**src/rtl/mul_pkg.sv**
```systemverilog
// Shared definitions for the multiplier arbiter: FSM encoding, default operand width
// and the ordering of the datapath control bundle.
package mul_pkg;

  localparam int W_DEF = 8;

  typedef enum logic [2:0] {
    ST_IDLE   = 3'd0,
    ST_LOAD_A = 3'd1,
    ST_LOAD_B = 3'd2,
    ST_RUN    = 3'd3,
    ST_RESP   = 3'd4
  } state_t;

  // Datapath controls, MSB first.
  typedef struct packed {
    logic ldA;
    logic ldB;
    logic ldP;
    logic clr_p;
    logic decre;
  } ctrl_t;

endpackage

```
**src/rtl/mul_arbiter_if.sv**
```systemverilog
// Request, response and datapath-control bundle of the shared multiplier.
// master = arbiter side, slave = requesters plus datapath.
interface mul_arbiter_if #(
  parameter int N_REQ = 4,
  parameter int W     = mul_pkg::W_DEF
);
  localparam int IDW = $clog2(N_REQ);

  logic [N_REQ-1:0]   req_valid;
  logic [N_REQ*W-1:0] req_a;
  logic [N_REQ*W-1:0] req_b;
  logic [N_REQ-1:0]   req_ready;
  logic               ldA;
  logic               ldB;
  logic               ldP;
  logic               clr_p;
  logic               decre;
  logic [W-1:0]       dp_data;
  logic               eqz;
  logic [2*W-1:0]     p_in;
  logic               rsp_valid;
  logic               rsp_ready;
  logic [IDW-1:0]     rsp_id;
  logic [2*W-1:0]     rsp_p;

  modport master (
    input  req_valid, req_a, req_b, eqz, p_in, rsp_ready,
    output req_ready, ldA, ldB, ldP, clr_p, decre, dp_data, rsp_valid, rsp_id, rsp_p
  );

  modport slave (
    output req_valid, req_a, req_b, eqz, p_in, rsp_ready,
    input  req_ready, ldA, ldB, ldP, clr_p, decre, dp_data, rsp_valid, rsp_id, rsp_p
  );

endinterface

```
**src/rtl/mul_arbiter_rr_pick.sv**
```systemverilog
// Combinational round-robin picker: first valid index searching upward from last+1 mod N.
// Zero latency; grants nothing when no request is valid.
module rr_pick #(
  parameter int N   = 4,
  parameter int IDW = $clog2(N)
) (
  input  logic [N-1:0]   valid,
  input  logic [IDW-1:0] last,
  output logic [N-1:0]   grant,
  output logic [IDW-1:0] idx,
  output logic           any
);

  int             j;
  logic [IDW-1:0] jj;

  // Walk from the farthest candidate back to the nearest so the nearest valid wins.
  always_comb begin
    grant = '0;
    idx   = '0;
    any   = 1'b0;
    j     = 0;
    jj    = '0;
    for (int k = N; k >= 1; k--) begin
      j  = (int'(last) + k) % N;
      jj = IDW'(j);
      if (valid[jj]) begin
        grant     = '0;
        grant[jj] = 1'b1;
        idx       = jj;
        any       = 1'b1;
      end
    end
  end

endmodule

```
**src/rtl/mul_arbiter.sv**
```systemverilog
// Round-robin sharing of one repeated-addition multiplier; response B+4 cycles after accept.
// One job in flight: no request is accepted until the response handshake completes.
module mul_arbiter
  import mul_pkg::*;
#(
  parameter int N_REQ = 4,
  parameter int W     = W_DEF
) (
  input  logic          clk,
  input  logic          reset_n,
  mul_arbiter_if.master bus
);

  localparam int IDW = $clog2(N_REQ);

  state_t           state_q;
  state_t           state_d;
  logic [IDW-1:0]   last_q;
  logic [IDW-1:0]   id_q;
  logic [W-1:0]     a_q;
  logic [W-1:0]     b_q;
  logic [2*W-1:0]   p_q;
  logic [N_REQ-1:0] grant_oh;
  logic [IDW-1:0]   grant_idx;
  logic             grant_any;
  logic [N_REQ-1:0] ready;
  logic [W-1:0]     dp_data;
  logic             rsp_valid;
  ctrl_t            ctrl;

  rr_pick #(.N(N_REQ), .IDW(IDW)) u_pick (
    .valid (bus.req_valid),
    .last  (last_q),
    .grant (grant_oh),
    .idx   (grant_idx),
    .any   (grant_any)
  );

  always_ff @(posedge clk or negedge reset_n) begin
    if (!reset_n) state_q <= ST_IDLE;
    else          state_q <= state_d;
  end

  always_ff @(posedge clk or negedge reset_n) begin
    if (!reset_n) begin
      last_q <= IDW'(N_REQ - 1);
      id_q   <= '0;
      a_q    <= '0;
      b_q    <= '0;
      p_q    <= '0;
    end else begin
      if (state_q == ST_IDLE && grant_any) begin
        a_q  <= bus.req_a[grant_idx*W +: W];
        b_q  <= bus.req_b[grant_idx*W +: W];
        id_q <= grant_idx;
      end
      if (state_q == ST_RUN && bus.eqz) p_q <= bus.p_in;
      if (state_q == ST_RESP && bus.rsp_ready) last_q <= id_q;
    end
  end

  always_comb begin
    state_d   = state_q;
    ctrl      = '0;
    dp_data   = '0;
    ready     = '0;
    rsp_valid = 1'b0;
    case (state_q)
      ST_IDLE: begin
        if (grant_any) begin
          ready   = grant_oh;
          state_d = ST_LOAD_A;
        end
      end
      ST_LOAD_A: begin
        ctrl.ldA   = 1'b1;
        ctrl.clr_p = 1'b1;
        dp_data    = a_q;
        state_d    = ST_LOAD_B;
      end
      ST_LOAD_B: begin
        ctrl.ldB = 1'b1;
        dp_data  = b_q;
        state_d  = ST_RUN;
      end
      ST_RUN: begin
        if (bus.eqz) begin
          state_d = ST_RESP;
        end else begin
          ctrl.ldP   = 1'b1;
          ctrl.decre = 1'b1;
        end
      end
      ST_RESP: begin
        rsp_valid = 1'b1;
        if (bus.rsp_ready) state_d = ST_IDLE;
      end
      default: state_d = ST_IDLE;
    endcase
  end

  // The accept strobe is combinational from req_valid, so mask it while reset is held.
  assign bus.req_ready = reset_n ? ready : '0;
  assign bus.ldA       = ctrl.ldA;
  assign bus.ldB       = ctrl.ldB;
  assign bus.ldP       = ctrl.ldP;
  assign bus.clr_p     = ctrl.clr_p;
  assign bus.decre     = ctrl.decre;
  assign bus.dp_data   = dp_data;
  assign bus.rsp_valid = rsp_valid;
  assign bus.rsp_id    = (state_q == ST_RESP) ? id_q : '0;
  assign bus.rsp_p     = p_q;

endmodule

```
**src/flat_wrapper.sv**
```systemverilog
// flat-port wrapper written by rule: the top's interface ports become plain ports
module mul_arbiter_flat import mul_pkg::*;
#(
  parameter int N_REQ = 4,
  parameter int W     = W_DEF
)
  (clk, reset_n, bus_req_valid, bus_req_a, bus_req_b, bus_eqz, bus_p_in, bus_rsp_ready, bus_req_ready, bus_ldA, bus_ldB, bus_ldP, bus_clr_p, bus_decre, bus_dp_data, bus_rsp_valid, bus_rsp_id, bus_rsp_p);
  mul_arbiter_if #(.N_REQ(N_REQ), .W(W)) bus_i ();
  input  logic clk;
  input  logic reset_n;
  input wire logic [$bits(bus_i.req_valid)-1:0] bus_req_valid;
  input wire logic [$bits(bus_i.req_a)-1:0] bus_req_a;
  input wire logic [$bits(bus_i.req_b)-1:0] bus_req_b;
  input wire logic [$bits(bus_i.eqz)-1:0] bus_eqz;
  input wire logic [$bits(bus_i.p_in)-1:0] bus_p_in;
  input wire logic [$bits(bus_i.rsp_ready)-1:0] bus_rsp_ready;
  output wire logic [$bits(bus_i.req_ready)-1:0] bus_req_ready;
  output wire logic [$bits(bus_i.ldA)-1:0] bus_ldA;
  output wire logic [$bits(bus_i.ldB)-1:0] bus_ldB;
  output wire logic [$bits(bus_i.ldP)-1:0] bus_ldP;
  output wire logic [$bits(bus_i.clr_p)-1:0] bus_clr_p;
  output wire logic [$bits(bus_i.decre)-1:0] bus_decre;
  output wire logic [$bits(bus_i.dp_data)-1:0] bus_dp_data;
  output wire logic [$bits(bus_i.rsp_valid)-1:0] bus_rsp_valid;
  output wire logic [$bits(bus_i.rsp_id)-1:0] bus_rsp_id;
  output wire logic [$bits(bus_i.rsp_p)-1:0] bus_rsp_p;
  assign bus_i.req_valid = bus_req_valid;
  assign bus_i.req_a = bus_req_a;
  assign bus_i.req_b = bus_req_b;
  assign bus_i.eqz = bus_eqz;
  assign bus_i.p_in = bus_p_in;
  assign bus_i.rsp_ready = bus_rsp_ready;
  assign bus_req_ready = bus_i.req_ready;
  assign bus_ldA = bus_i.ldA;
  assign bus_ldB = bus_i.ldB;
  assign bus_ldP = bus_i.ldP;
  assign bus_clr_p = bus_i.clr_p;
  assign bus_decre = bus_i.decre;
  assign bus_dp_data = bus_i.dp_data;
  assign bus_rsp_valid = bus_i.rsp_valid;
  assign bus_rsp_id = bus_i.rsp_id;
  assign bus_rsp_p = bus_i.rsp_p;
  mul_arbiter #(.N_REQ(N_REQ), .W(W)) u_core (.clk(clk), .reset_n(reset_n), .bus(bus_i));
endmodule
```
**config.mk**
```make
export PLATFORM = sky130hd
export DESIGN_NAME = mul_arbiter_flat
export DESIGN_NICKNAME = d
export VERILOG_FILES = /design/src/rtl/mul_pkg.sv /design/src/rtl/mul_arbiter_if.sv /design/src/rtl/mul_arbiter_rr_pick.sv /design/src/rtl/mul_arbiter.sv /design/src/flat_wrapper.sv
export SDC_FILE = /design/constraint.sdc
export NUM_CORES = 1
export LEC_CHECK = 0
export CAP_MARGIN = 10
export CORE_ASPECT_RATIO = 0.75
export CORE_MARGIN = 1.5
export CORE_UTILIZATION = 45
export CTS_CLUSTER_DIAMETER = 150
export CTS_CLUSTER_SIZE = 25
export DETAILED_ROUTE_END_ITERATION = 10
export HOLD_SLACK_MARGIN = 0.05
export PLACE_DENSITY = 0.9
export SLEW_MARGIN = 30
export SYNTH_ARGS = -nofsm -noshare
export SYNTH_HDL_FRONTEND = slang
export SYNTH_SLANG_ARGS = --single-unit
export TNS_END_PERCENT = 5
```
**constraint.sdc**
```tcl
create_clock -name clk -period 6.9 [get_ports clk]
set_input_delay 2.07 -clock clk [delete_from_list [all_inputs] [get_ports clk]]
set_output_delay 2.07 -clock clk [all_outputs]
set_load 0.005 [all_outputs]
```
; After elaboration in Yosys (flattened, before gate mapping)
; Index checks and enable logic that the tools add are counted.
[word_totals]
ff_bits = 39
in_bits = 88
out_inout_bits = 36
wordCells = 78
[classes]
n_addsub = 4
magnitude_cmp = 8
eq_ne = 7
shift = 2
n_mux = 42
n_reduce_logical = 9
[op_table]
columns = op, n
row1 = variable part select 32 x 6 -> 8 bit, 2
row2 = two-way mux 4 bit, 7
row3 = two-way mux 1 bit, 17
row4 = one-hot mux 8 bit (2 select lines), 1
row5 = one-hot mux 3 bit (5 select lines), 1
row6 = "less-than comparator 2 x 3 -> 1 bit, second input constant", 4
row7 = two-way mux 2 bit, 5
row8 = two-way mux 3 bit, 3
row9 = binary-select mux 1 bit (select 2 bit), 4
row10 = demux 1 bit (select 2 bit), 4
row11 = ">= comparator 2 x 1 -> 1 bit, second input constant", 4
row12 = logical AND 1 bit, 7
row13 = "== test 3 x 2 -> 1 bit, second input constant", 2
row14 = "adder 2 x 1 -> 2 bit, second input constant", 2
row15 = "adder 2 bit, second input constant", 2
row16 = "!= test 2 bit, second input constant", 2
row17 = "== test 3 x 1 -> 1 bit, second input constant", 1
row18 = "== test 3 bit, second input constant", 1
row19 = zero test 3 bit, 1
row20 = AND reduction 3 bit, 1
row21 = "!= test 2 x 1 -> 1 bit, second input constant", 1

; Depth between registers and ports, before layout
; Gate-level depths: netlist of the first run.
[logic_depth]
depth_word = 12
depth_mapped = 11

; Hierarchy
; From an unflattened synthesis of the first run, not the netlist that was laid out.
[unflattened]
cells_unflattened = 199
hier_area_um2 = 2683.8
[by_module_without_submodules]
columns = mod, n_inst, cells_each, area_per_inst_um2, seq_area_each_um2
row1 = mul_arbiter, 1, 130, 2144.6, 978.4
row2 = rr_pick, 1, 69, 539.3, 0.0

; Worst setup path before layout of the first run
; No wires, ideal clock.
[synth_timing]
path_kind = input -> output
start = input port bus_req_valid[0]
end = output port bus_req_ready[0]
arrival_time_ns = 3.425
slack_ns = 1.405
cell_stages = 6
n_path_buf = 1
path_cell_list = mux4_2 -> buf_2 -> nor2b_1 -> a221oi_1 -> a211o_1 -> a21oi_1
[synth_between]
elab_chain_len = 9
elab_cells_between_ends = 19
classes_between = mux: 19
[synth_lines]
columns = item, line_no
row1 = start: declaration, flat_wrapper.sv:11  ; input wire logic [$bits(bus_i.req_valid)-1:0] bus_req_valid;
row2 = binary-select mux 1 bit (select 2 bit), mul_arbiter_rr_pick.sv:27  ; if (valid[jj]) begin
row3 = two-way mux 1 bit (not written as such), mul_arbiter_rr_pick.sv:27
row4 = two-way mux 4 bit / two-way mux 1 bit (equally long branches) (4 in a row), mul_arbiter_rr_pick.sv:27
row5 = two-way mux 4 bit *, mul_arbiter.sv:70  ; if (grant_any) begin
row6 = two-way mux 4 bit *, mul_arbiter.sv:68  ; case (state_q)
row7 = two-way mux 4 bit *, mul_arbiter.sv:103  ; assign bus.req_ready = reset_n ? ready : '0;
row8 = end: declaration, flat_wrapper.sv:17  ; output wire logic [$bits(bus_i.req_ready)-1:0] bus_req_ready;
; Every way passes the cells marked *; elsewhere a longest branch is shown, timed or not. The select of a mux whose other input is x is not followed.

; Worst setup path after layout of the first run
[layout_timing]
start = input port bus_req_valid[1]
end = output port bus_req_ready[3]
; Same word-level chain as after synthesis.

==> results of run 1 <==
==> cell families after synthesis <==
logic type	Yosys count	share of synthesized area, %
AND/OR/NAND/NOR	69	13.28
multiplexers	59	24.72
AO/OA/AOI/OAI	58	17.65
flip-flops	39	35.94
buffers and inverters	31	5.652
adder cells (fa/ha/maj)	6	2.757
==> critical path, stage by stage <==
cell and delay [ns]:
clkdlybuf4s50_1 0.57, mux2i_1 0.22, mux2i_1 0.24, nor2b_1 0.29, a221oi_1 0.15, a211o_1 0.26
a21oi_1 0.14, clkdlybuf4s50_1 0.51
==> layer usage <==
layer  global-route usage [%]  wire length (um)  vias to the layer above
li1                         -                 -                     1216
met1                    28.89              3208                     1196
met2                    38.52              3473                       93
met3                    6.100               489                        6
met4                    3.872                41                        0
met5                        0                 0                        -
==> registers in the layout (all words and copies together) (netlist names) <==
register and flops:
u_core.bus.rsp_p 16, u_core.a_q 8, u_core.b_q 8, u_core.id_q 2
u_core.last_q 2, u_core.state_q 3
==> how the worst max path moves through the flow <==
stage | startpoint | to | slack, ns | depth (start not counted)
2_1_floorplan | bus_req_valid[0] | bus_req_ready[0] | 1.41 | 6
3_3_place_gp | bus_req_valid[0] | bus_req_ready[2] | 0.47 | 7
3_5_place_dp | bus_req_valid[0] | bus_req_ready[1] | 0.39 | 7
4_1_cts | bus_req_valid[0] | bus_req_ready[1] | 0.39 | 7
5_1_grt | bus_req_valid[3] | bus_req_ready[1] | 0.23 | 8
6_report | bus_req_valid[1] | bus_req_ready[3] | 0.39 | 8
==> layout make-up <==
cell class | instances | area [um2]
Tap cell | 78 | 97.59
Clock inverter | 2 | 35.03
Fill cell | 472 | 1699
Multi-Input combinational cell | 192 | 1604
Timing Repair Buffer | 130 | 1299
Sequential cell | 39 | 978.4
Clock buffer | 6 | 82.58
Inverter | 8 | 30.03
==> power by group through the flow <==
| stage | sequential [mW] | combinational (mW) | clock, mW |
|---|---|---|---|
| after detailed placement | 0.456 | 1.20 | 0 |
| after floorplan | 0.406 | 0.826 | 0 |
| after global placement | 0.448 | 1.13 | 0 |
| after global routing | 0.470 | 1.30 | 0.209 |
| after CTS | 0.451 | 1.20 | 0.199 |
| final | 0.451 | 1.19 | 0.197 |
==> layout by cell type, fill, tap and decap left out, types with 2 or more instances in the layout <==
cell type and count:
a211o_1 4, a21oi_1 8, a221oi_1 4, a22o_1 8, and2_1 4, buf_4 6, clkbuf_8 6, clkdlybuf4s50_1 122
dfrtp_1 37, dfstp_2 2, ha_1 6, inv_1 7, mux2_1 3, mux2_2 33, mux2i_1 20, mux4_2 3
nand2_1 22, nand3_1 13, nor2_1 10, nor2b_1 3, nor3_1 3, nor3b_1 3, nor4b_1 2, o21a_1 2
o21ai_0 6, o221ai_1 15, or3_1 2
==> results.py, run 1 <==
metrics = {
    "status": {
        "outcome": "complete, no violations",
    },
    "die": {
        "fp-row-count": 24,
        "initial_utilization_pct": 46.74,
        "die_area_um2": 6530,
        "die_height_um": 70.36,
        "die_x_um": 92.82,
        "core-area_um2": 5826,
        "ios": 124,
    },
    "clock_network": {
        "cts_max_level": 2,
        "root_buffer": "clkbuf_8",
        "post_cts_buffers": 0,
        "clockBufferDepth": 2,
        "cts_tree": "yes",
        "ctsHoldBuffers": 0,
        "numCtsBuffers": 5,
        "cts_resized": 0,
        "clk_pin_slew_ns": 0.08,
        "clock-sinks": 39,
        "clk_latency_ns": 0.29,
    },
    "worst_setup_path": {
        "worstReg2RegEnd": "u_core.b_q[1]",
        "rrSetupSlack_ns": 2.98,
        "cp_max_fo": 6,
        "crit_arrival_ns": 4.44,
        "path_class": "in -> out",
        "crit-reg2reg-launch": "u_core.last_q[0]",
        "reg2reg_depth": 10,
        "cp.required_ns": 4.83,
        "setup.worst_path.end_class": "primary output",
        "start_kind": "input pin",
    },
    "synthesis": {
        "synthCells": 262,
        "synthFlopType": "dfrtp_1",
        "synth_common_cells": "dfrtp_1, mux2_2, nand2_1, mux2i_1, o221ai_1",
        "yosysMostFrequentCell": "dfrtp_1",
        "synth_area_um2": 2723,
        "yosysWarnings": 0,
        "ys_async_sr_fraction_pct": 100.0,
        "yosys.area.top_type": "dfrtp_1",
        "synth_nets": 356,
        "yosysSeqAreaShare_pct": 35.94,
        "synth_seq_cells": 39,
        "avgSynthCellArea_um2": 10.39,
        "yosysUniqueCellTypes": 45,
        "synth_top_area_share_pct": 34.01,
        "synth_edf_count": 0,
        "synth_area_leaders": "dfrtp_1, mux2_2, mux2i_1",
    },
    "worst_hold_path": {
        "hold_path_depth": 1,
        "hold_path_end": "u_core.bus.rsp_p[1]",
        "hp-class": "reg -> reg",
        "min_from": "u_core.bus.rsp_p[1]",
    },
    "power_and_ir_drop": {
        "internal_power_mw": 1.126,
        "pwr-share-seq_pct": 24.5,
        "p_comb_share_pct": 64.8,
        "ir_worst_vdd_v": 0.0002202,
        "power_frac_clock_pct": 10.7,
        "p_sw_share_pct": 38.88,
        "total_power_mw": 1.842,
        "leakage_nw": 1.645,
        "p_sw_mw": 0.7160,
        "power_density_nw_per_um2": 446.3,
    },
    "sta": {
        "fin_skew_ns": 0.008112,
        "rsz0062_at_grt": "false",
        "setup_viol": 0,
        "worst_pin_slew_ns": 0.8586,
        "period_share_pct": 94.42,
        "finalHoldViolations": 0,
        "fmax_mhz": 153.5,
        "setup_ws_ns": 0.3853,
        "maxSlewViolCount": 0,
        "tns_ns": 0,
        "post-route-min-period_ns": 6.515,
        "whs_ns": 0.5075,
        "slew_headroom_pct": 42.46,
    },
    "global_routing": {
        "grt_pass1_vias": 2482,
        "grt-ovfl-total": 0,
        "grt_max_degree": 43,
        "grt_pass1_wl_um": 11740,
        "grt_usage_pct": 22.54,
        "antenna_found_initial": 0,
    },
    "place": {
        "post-dp-hpwl_um": 5545,
        "pre_cts_ws_ns": 0.3927,
        "routabilityCongestion": 0.8114,
        "dp.cells": 447,
        "io_buffers": 123,
        "place_area_um2": 4009,
    },
    "flow_run": {
        "drv_cap": 0,
    },
    "routing": {
        "remaining_drc_errors": 0,
        "drt_first_iter_violations": 158,
        "num_vias": 2511,
        "post_drt_wl_per_cell_um": 15.85,
        "antenna_left": 0,
        "viasPerCell": 5.519,
        "wirelength_um": 7213,
        "drt_first_pass_iters": 4,
    },
    "cells_and_area": {
        "nNetsFinal": 470,
        "area_delta_synth_final_pct": 51.56,
        "fin_area_um2": 4126,
        "antennaDiodeCount": 0,
        "drive_above_1_share_pct": 16.18,
        "fin_util_pct": 70.83,
        "fin_cells": 455,
    },
}
Power figures use the tool's default switching activity.
==> inputs of run 2 (changes only) <==
- GPL_ROUTABILITY_DRIVEN: not set -> 0
==> results of run 2 <==
No change in the layout: final DEF, timing and power equal those of run 1.
